<file path="src/rtl/wb_arbiter_pkg.sv">
// ----------------------------------------------------------------------------
// wb_arbiter_pkg
// Shared definitions for the operand-bank write arbiter: default word and
// address widths, the write-source select encoding, and the err bit indices.
// ----------------------------------------------------------------------------
package wb_arbiter_pkg;

    // Bank geometry and the redundant L3 polynomial word layout.
    localparam int BRAM_DEPTH         = 512;
    localparam int RED_POLY_L3_NCOEF  = 19;
    localparam int RED_POLY_L3_COEF_W = 16;

    localparam int DEF_DATA_W     = RED_POLY_L3_NCOEF * RED_POLY_L3_COEF_W;
    localparam int DEF_ADDR_W     = $clog2(BRAM_DEPTH);
    localparam int DEF_FIFO_DEPTH = 4;

    // Sticky error bit positions.
    localparam int ERR_INV_OVF  = 0;
    localparam int ERR_EXT_DROP = 1;

    // Owner of the bank write port in a given cycle.
    typedef enum logic [2:0] {
        SRC_NONE,
        SRC_PIPE,
        SRC_FIFO,
        SRC_BYP,
        SRC_EXT
    } wr_src_t;

endpackage

</file>
<file path="src/rtl/wb_arbiter_fifo.sv">
// ----------------------------------------------------------------------------
// wb_fifo
// Synchronous FIFO for {addr, data} inverse results. Head is visible
// combinationally. A push while full is ignored unless a pop happens in the
// same cycle; a pop while empty is ignored.
//   clk, rst            clock, asynchronous active-high reset
//   i_push / i_data     write strobe and entry
//   i_pop               consume head
//   o_head              current head entry
//   o_level             occupancy 0..DEPTH
//   o_full / o_empty    status
// ----------------------------------------------------------------------------
module wb_fifo #(
    parameter int WIDTH = 8,
    parameter int DEPTH = 4
) (
    input  logic                     clk,
    input  logic                     rst,
    input  logic                     i_push,
    input  logic [WIDTH-1:0]         i_data,
    input  logic                     i_pop,
    output logic [WIDTH-1:0]         o_head,
    output logic [$clog2(DEPTH):0]   o_level,
    output logic                     o_full,
    output logic                     o_empty
);

    localparam int PTR_W = $clog2(DEPTH);
    localparam int LVL_W = PTR_W + 1;

    logic [WIDTH-1:0] r_mem [DEPTH];
    logic [PTR_W-1:0] r_wr_ptr;
    logic [PTR_W-1:0] r_rd_ptr;
    logic [LVL_W-1:0] r_level;

    logic w_do_push;
    logic w_do_pop;

    assign o_full    = (r_level == LVL_W'(DEPTH));
    assign o_empty   = (r_level == '0);
    assign w_do_pop  = i_pop && !o_empty;
    // A full FIFO still accepts a push when the head leaves in the same cycle.
    assign w_do_push = i_push && (!o_full || w_do_pop);

    // NOTE: storage has no reset; the pointers and level define validity, and
    // leaving the array unreset lets it map onto plain distributed RAM.
    always_ff @(posedge clk) begin
        if (w_do_push) begin
            r_mem[r_wr_ptr] <= i_data;
        end
    end

    // Pointers are exactly PTR_W bits, so they wrap modulo DEPTH on their own.
    always_ff @(posedge clk or posedge rst) begin
        if (rst) begin
            r_wr_ptr <= '0;
            r_rd_ptr <= '0;
            r_level  <= '0;
        end else begin
            if (w_do_push) r_wr_ptr <= r_wr_ptr + PTR_W'(1);
            if (w_do_pop)  r_rd_ptr <= r_rd_ptr + PTR_W'(1);
            case ({w_do_push, w_do_pop})
                2'b10:   r_level <= r_level + LVL_W'(1);
                2'b01:   r_level <= r_level - LVL_W'(1);
                default: r_level <= r_level;
            endcase
        end
    end

    assign o_head  = r_mem[r_rd_ptr];
    assign o_level = r_level;

endmodule

</file>
<file path="src/rtl/wb_arbiter.sv">
// ----------------------------------------------------------------------------
// wb_arbiter
// Write-port arbiter for the two operand BRAM banks. Three writers share the
// port: pipeline writeback (never stalls), modular-inverse results (buffered
// in a FIFO when they collide with the pipeline) and host loads (idle only).
//   clk, rst                         clock, asynchronous active-high reset
//   i_busy                           core running
//   i_ext_we/addr/data               host write
//   i_pipe_we0/we1/addr/data         pipeline writeback
//   i_inv_vld/addr/data              inverse result pulse
//   i_clr_err                        clear sticky errors
//   o_we0/o_we1/o_waddr/o_wdata      registered bank write port
//   o_inv_pending                    inverse result not yet written
//   o_fifo_level                     FIFO occupancy
//   o_err                            sticky [0] inverse overflow, [1] host drop
// ----------------------------------------------------------------------------
module wb_arbiter
    import wb_arbiter_pkg::*;
#(
    parameter int DATA_W     = DEF_DATA_W,
    parameter int ADDR_W     = DEF_ADDR_W,
    parameter int FIFO_DEPTH = DEF_FIFO_DEPTH
) (
    input  logic                          clk,
    input  logic                          rst,
    input  logic                          i_busy,
    input  logic                          i_ext_we,
    input  logic [ADDR_W-1:0]             i_ext_addr,
    input  logic [DATA_W-1:0]             i_ext_data,
    input  logic                          i_pipe_we0,
    input  logic                          i_pipe_we1,
    input  logic [ADDR_W-1:0]             i_pipe_addr,
    input  logic [DATA_W-1:0]             i_pipe_data,
    input  logic                          i_inv_vld,
    input  logic [ADDR_W-1:0]             i_inv_addr,
    input  logic [DATA_W-1:0]             i_inv_data,
    input  logic                          i_clr_err,
    output logic                          o_we0,
    output logic                          o_we1,
    output logic [ADDR_W-1:0]             o_waddr,
    output logic [DATA_W-1:0]             o_wdata,
    output logic                          o_inv_pending,
    output logic [$clog2(FIFO_DEPTH):0]   o_fifo_level,
    output logic [1:0]                    o_err
);

    logic                       w_fifo_full;
    logic                       w_fifo_empty;
    logic [ADDR_W+DATA_W-1:0]   w_fifo_head;
    logic                       w_push;
    logic                       w_pop;
    wr_src_t                    w_sel;
    logic [1:0]                 w_set_err;

    logic                       w_nxt_we0;
    logic                       w_nxt_we1;
    logic [ADDR_W-1:0]          w_nxt_addr;
    logic [DATA_W-1:0]          w_nxt_data;
    logic                       w_nxt_inv;

    logic                       r_we0;
    logic                       r_we1;
    logic [ADDR_W-1:0]          r_waddr;
    logic [DATA_W-1:0]          r_wdata;
    logic                       r_inv_out;
    logic [1:0]                 r_err;

    wb_fifo #(
        .WIDTH (ADDR_W + DATA_W),
        .DEPTH (FIFO_DEPTH)
    ) u_fifo (
        .clk     (clk),
        .rst     (rst),
        .i_push  (w_push),
        .i_data  ({i_inv_addr, i_inv_data}),
        .i_pop   (w_pop),
        .o_head  (w_fifo_head),
        .o_level (o_fifo_level),
        .o_full  (w_fifo_full),
        .o_empty (w_fifo_empty)
    );

    // Port ownership. Buffered results always go ahead of a fresh inverse
    // result, so bypass only happens with an empty FIFO and order holds.
    always_comb begin
        // NOTE: every combinational output gets a default first so no path
        // leaves it unassigned, which would otherwise infer a latch.
        w_sel = SRC_NONE;
        if (i_busy) begin
            if (i_pipe_we0 || i_pipe_we1) w_sel = SRC_PIPE;
            else if (!w_fifo_empty)       w_sel = SRC_FIFO;
            else if (i_inv_vld)           w_sel = SRC_BYP;
        end else begin
            if (!w_fifo_empty)            w_sel = SRC_FIFO;
            else if (i_inv_vld)           w_sel = SRC_BYP;
            else if (i_ext_we)            w_sel = SRC_EXT;
        end
    end

    assign w_pop  = (w_sel == SRC_FIFO);
    assign w_push = i_inv_vld && (w_sel != SRC_BYP);

    always_comb begin
        w_set_err               = '0;
        w_set_err[ERR_INV_OVF]  = w_push && w_fifo_full && !w_pop;
        w_set_err[ERR_EXT_DROP] = !i_busy && i_ext_we &&
                                  ((w_sel == SRC_FIFO) || (w_sel == SRC_BYP));
    end

    always_comb begin
        w_nxt_we0  = 1'b0;
        w_nxt_we1  = 1'b0;
        w_nxt_addr = '0;
        w_nxt_data = '0;
        w_nxt_inv  = 1'b0;
        case (w_sel)
            SRC_PIPE: begin
                w_nxt_we0  = i_pipe_we0;
                w_nxt_we1  = i_pipe_we1;
                w_nxt_addr = i_pipe_addr;
                w_nxt_data = i_pipe_data;
            end
            SRC_FIFO: begin
                w_nxt_we0  = 1'b1;
                w_nxt_we1  = 1'b1;
                {w_nxt_addr, w_nxt_data} = w_fifo_head;
                w_nxt_inv  = 1'b1;
            end
            SRC_BYP: begin
                w_nxt_we0  = 1'b1;
                w_nxt_we1  = 1'b1;
                w_nxt_addr = i_inv_addr;
                w_nxt_data = i_inv_data;
                w_nxt_inv  = 1'b1;
            end
            SRC_EXT: begin
                w_nxt_we0  = 1'b1;
                w_nxt_we1  = 1'b1;
                w_nxt_addr = i_ext_addr;
                w_nxt_data = i_ext_data;
            end
            default: ;
        endcase
    end

    always_ff @(posedge clk or posedge rst) begin
        if (rst) begin
            r_we0     <= 1'b0;
            r_we1     <= 1'b0;
            r_waddr   <= '0;
            r_wdata   <= '0;
            r_inv_out <= 1'b0;
            r_err     <= '0;
        end else begin
            r_we0     <= w_nxt_we0;
            r_we1     <= w_nxt_we1;
            r_waddr   <= w_nxt_addr;
            r_wdata   <= w_nxt_data;
            r_inv_out <= w_nxt_inv;
            // A new error event in the clearing cycle survives the clear.
            r_err     <= (i_clr_err ? 2'b00 : r_err) | w_set_err;
        end
    end

    assign o_we0         = r_we0;
    assign o_we1         = r_we1;
    assign o_waddr       = r_waddr;
    assign o_wdata       = r_wdata;
    assign o_err         = r_err;
    assign o_inv_pending = (o_fifo_level != '0) || r_inv_out;

endmodule
</file>
<file path="config.mk">
export PLATFORM = sky130hd
export DESIGN_NAME = wb_arbiter
export DESIGN_NICKNAME = d
export VERILOG_FILES = /design/src/rtl/wb_arbiter_pkg.sv /design/src/rtl/wb_arbiter_fifo.sv /design/src/rtl/wb_arbiter.sv
export SDC_FILE = /design/constraint.sdc
export NUM_CORES = 2
export LEC_CHECK = 0
export BUFFER_PORTS_ARGS = -buffer_cell sky130_fd_sc_hd__clkbuf_2
export CAP_MARGIN = 20
export CORE_AREA = 4 4 495 497
export DETAILED_ROUTE_END_ITERATION = 10
export DIE_AREA = 0 0 499 501
export PLACE_DENSITY = 0.49
export SLEW_MARGIN = 20
export SYNTH_ARGS = -nofsm -noshare
export SYNTH_HDL_FRONTEND = slang
export SYNTH_SLANG_ARGS = --single-unit
</file>
<file path="constraint.sdc">
create_clock -name clk -period 24.2 [get_ports clk]
set_input_delay 2.42 -clock clk [delete_from_list [all_inputs] [get_ports clk]]
set_output_delay 2.42 -clock clk [all_outputs]
set_load 0.05 [all_outputs]
</file>
==> results by group <==
Cells and area
  – Area of the multi-input gates: 13,000 sq um
  – Reg area: 45,700 sq um
  – Nets: 5,335
  – Layout cell share with drive strength beyond 1: 0.420
  – Filler-free cell count of the finished design: 7,727
  – Area Overhead vs Synth: 26.3%
  – Filler instances: 23,600
  – Fin area: 75,300 sq um
  – Final Core Density: 0.313

Setup path
  – Worst r2r src: u_fifo.r_rd_ptr[0]
  – Worst Path Buf+Inv: 4
  – Critical-path top delay cell: buf_4
  – Worst Setup Start Kind: input port
  – Critical Path AT: 6.43 ns
  – Crit-path max FO: 58
  – Largest stage delay on the critical path: 0.84 ns
  – Critical path endpoint category: flop
  – CP most frequent cell: buf_4
  – Crit-path cells: clkbuf_2 -> o21a_4 -> nand3_1 -> and3_1 -> and2_4 -> buf_4 -> buf_4 -> buf_4
  – Worst path top cell family by delay: buffers and inverters
  – FF-to-FF setup slack: 19.49 ns
  – Crit Reg-Reg Endpoint: o_wdata[62]
  – R2R depth: 7
  – Critical path data required time: 24.62 ns
  – Setup CP Type: in2reg

Route
  – TritonRoute pass-1 iters: 11
  – Vias: 36,400
  – Drt wl/cell: 26.2 um
  – Post-detailed-route count of antenna-violating nets: 0
  – Routed vias/inst: 4.71
  – Initial drt markers: 4,558
  – Detailed Route WL: 203 mm
  – Post-route DRC: 2

GRT
  – Vias in the first global route: 37,700
  – Initial antenna violation count: 25
  – Largest net degree at the start of global routing: 140
  – First-pass GRT wire length: 281 mm
  – Global Route Usage Sum: 0.156
  – Grt total ovfl: 0

Clock tree
  – Post-CTS Resized: 0
  – H-tree levels: 4
  – Post-CTS Setup Bufs: 0
  – Clk_lat worst skew: 0.82 ns
  – CTS tree: built
  – Max clock buf depth: 3
  – CTS sink cnt: 1,577
  – Clock root buffer: clkbuf_16
  – CTS Buf Count: 169
  – Hold_buf cts: 0
  – Clk slew on worst S/H paths: 0.06 ns

Synthesis
  – Synth top area share: 0.631
  – Syn_area_per_cell: 19.2 sq um
  – Cell count after synthesis: 3,103
  – Yosys top cell by area: edfxtp_1
  – Top FF cell, synth: edfxtp_1
  – Synth Cell Area: 59,600 sq um
  – Synth area leaders: edfxtp_1 (63%), dfrtp_1 (14%), mux4_2 (12%)
  – Ys Warns: 0
  – Top-count cell post-synth: edfxtp_1
  – FF+latch count, synth: 1,577
  – Proportion of synthesized area in mux cells: 0.119
  – Ys async rst share: 0.206
  – Sequential cell area fraction in the yosys report: 0.768
  – Top cells by count, synth: edfxtp_1 (1,252), nand2_1 (631), dfrtp_1 (325)
  – Synth Area in Adders: 0.00118
  – Post-synthesis compound-gate area fraction: 0.0542
  – Post-synth EDFFs: 1,252
  – Syn_nets: 4,055
  – Main combinational cell family by area after synthesis: multiplexers
  – Synth Area in Simple Gates: 0.0425
  – Yosys cell types: 35
  – Post-Synth XOR/XNOR Area: 0.000588

Power and ir drop
  – Final Power: 9.88 mW
  – Pwr dens: 131 nW/um^2
  – Max IR drop VDD: 81.9 uV
  – LEAKAGE: 28.6 nW

Floorplanning
  – Core box area: 240,000 sq um
  – Initial Util: 0.248
  – Die Ht: 501 um
  – I/O pin count: 1,268
  – Die width: 499 um
  – Core Rows: 180
  – Die ar.: 250,000 sq um

Timing
  – Setup_tns: 0 ns
  – Fin. Hold Viols: 0
  – Final Skew: 0.0598 ns
  – Setup violators final: 0
  – Slew headroom: 0.255
  – Fin Hold WS: 0.536 ns
  – RSZ-0062 raised after global routing: false
  – Max Clock Freq: 0.166 GHz
  – Final Cycle Share: 0.248
  – Final worst slack: 18.19 ns
  – Worst Tran Pin Value: 1.12 ns
  – Slew Limit Fails: 0
  – Post-layout min period: 6.01 ns

Min path
  – Min-delay src: o_err[1]
  – Hold path depth: 2
  – Type of the most critical hold path: reg2reg
  – Hold EP: o_err[1]

Place
  – IO buf count: 1,267
  – Placed cell count: 7,397
  – DP HPWL: 143 mm
  – Setup WS pre-CTS: 17.26 ns
  – Area after DPL: 69,500 sq um
  – Gpl congestion: 0.962

Run status
  – Status: finished, violations left
  – Failing checks: DRC

Run
  – MaxCap Viol Count: 0
[sequential cells by signal, summed over array words and instances, names as in the netlist]
signal	flops
o_we0	1
r_inv_out	1
o_we1	1
u_fifo.r_rd_ptr	2
o_wdata	304
o_err	2
u_fifo.o_level	3
u_fifo.r_mem	1252
o_waddr	9
u_fifo.r_wr_ptr	2
[worst register-to-register path: cells and delay by family (launching register included)]
kind                   cells  cell delay [ns]
buffers and inverters      4             2.88
muxes                      1             0.67
DFF                        1             0.79
and+or+nand+nor            2             0.19
[cell type report]
type	count	share of cell area
Tap cell	3185	0.0529
Clock inverter	85	0.0130
Antenna cell	13	0.000432
Sequential cell	1577	0.608
Inverter	8	0.000499
Clock buffer	232	0.0627
Timing Repair Buffer	1321	0.0906
Multi-Input combinational cell	1306	0.172
[routing by layer]
layer  up-vias  wire length (um)  global-route usage
li1      15400                 -                   -
met1     18900             81800               0.198
met2      1792             98100               0.259
met3       318             14800              0.0365
met4        20              7630              0.0597
met5         -               136                   0
[power by group]
| part | switching (mW) | internal (mW) | total [mW] |
|---|---|---|---|
| clock network | 1.11 | 1.52 | 2.63 |
| registers | 0.315 | 3.67 | 3.98 |
| logic | 2.30 | 0.966 | 3.27 |
[kinds of logic after synthesis]
family | after synthesis
xor gates and xnor gates | 4
muxes | 314
DFF | 1577
AOI/OAI and AO/OA | 327
adders and majority gates | 5
buffers and inverters | 220
and+or+nand+nor | 656
[how the worst max path moves through the flow]
stage,slack [ns],endpoint,depth (start not counted),startpoint
6_report,18.19,u_fifo.r_mem[0][75],8,i_pipe_we1
2_1_floorplan,12.78,o_err[0],1,rst
5_1_grt,17.95,u_fifo.r_mem[0][180],8,i_pipe_we1
4_1_cts,18.17,u_fifo.r_mem[0][75],8,i_pipe_we1
3_5_place_dp,17.26,u_fifo.r_mem[0][22],8,i_pipe_we1
3_3_place_gp,17.31,u_fifo.r_mem[0][122],8,i_pipe_we1
[placed cells by master (no fill, tap or decap), types with 5 or more instances in the layout]
cell / Yosys / final
clkbuf_1: 132 / 43
clkinv_1: 0 / 18
bufinv_16: 0 / 13
buf_4: 2 / 48
dfrtp_1: 325 / 323
nand2_1: 631 / 631
diode_2: 0 / 13
clkbuf_2: 0 / 1267
clkinvlp_4: 0 / 5
edfxtp_1: 1252 / 1252
mux4_2: 313 / 313
clkbuf_8: 0 / 15
clkbuf_16: 0 / 174
buf_12: 0 / 6
nor2_1: 7 / 7
inv_1: 8 / 7
a222oi_1: 313 / 313
clkinv_2: 0 / 30
clkinv_16: 0 / 5
No activity file was read; power rests on OpenSTA's default activity.
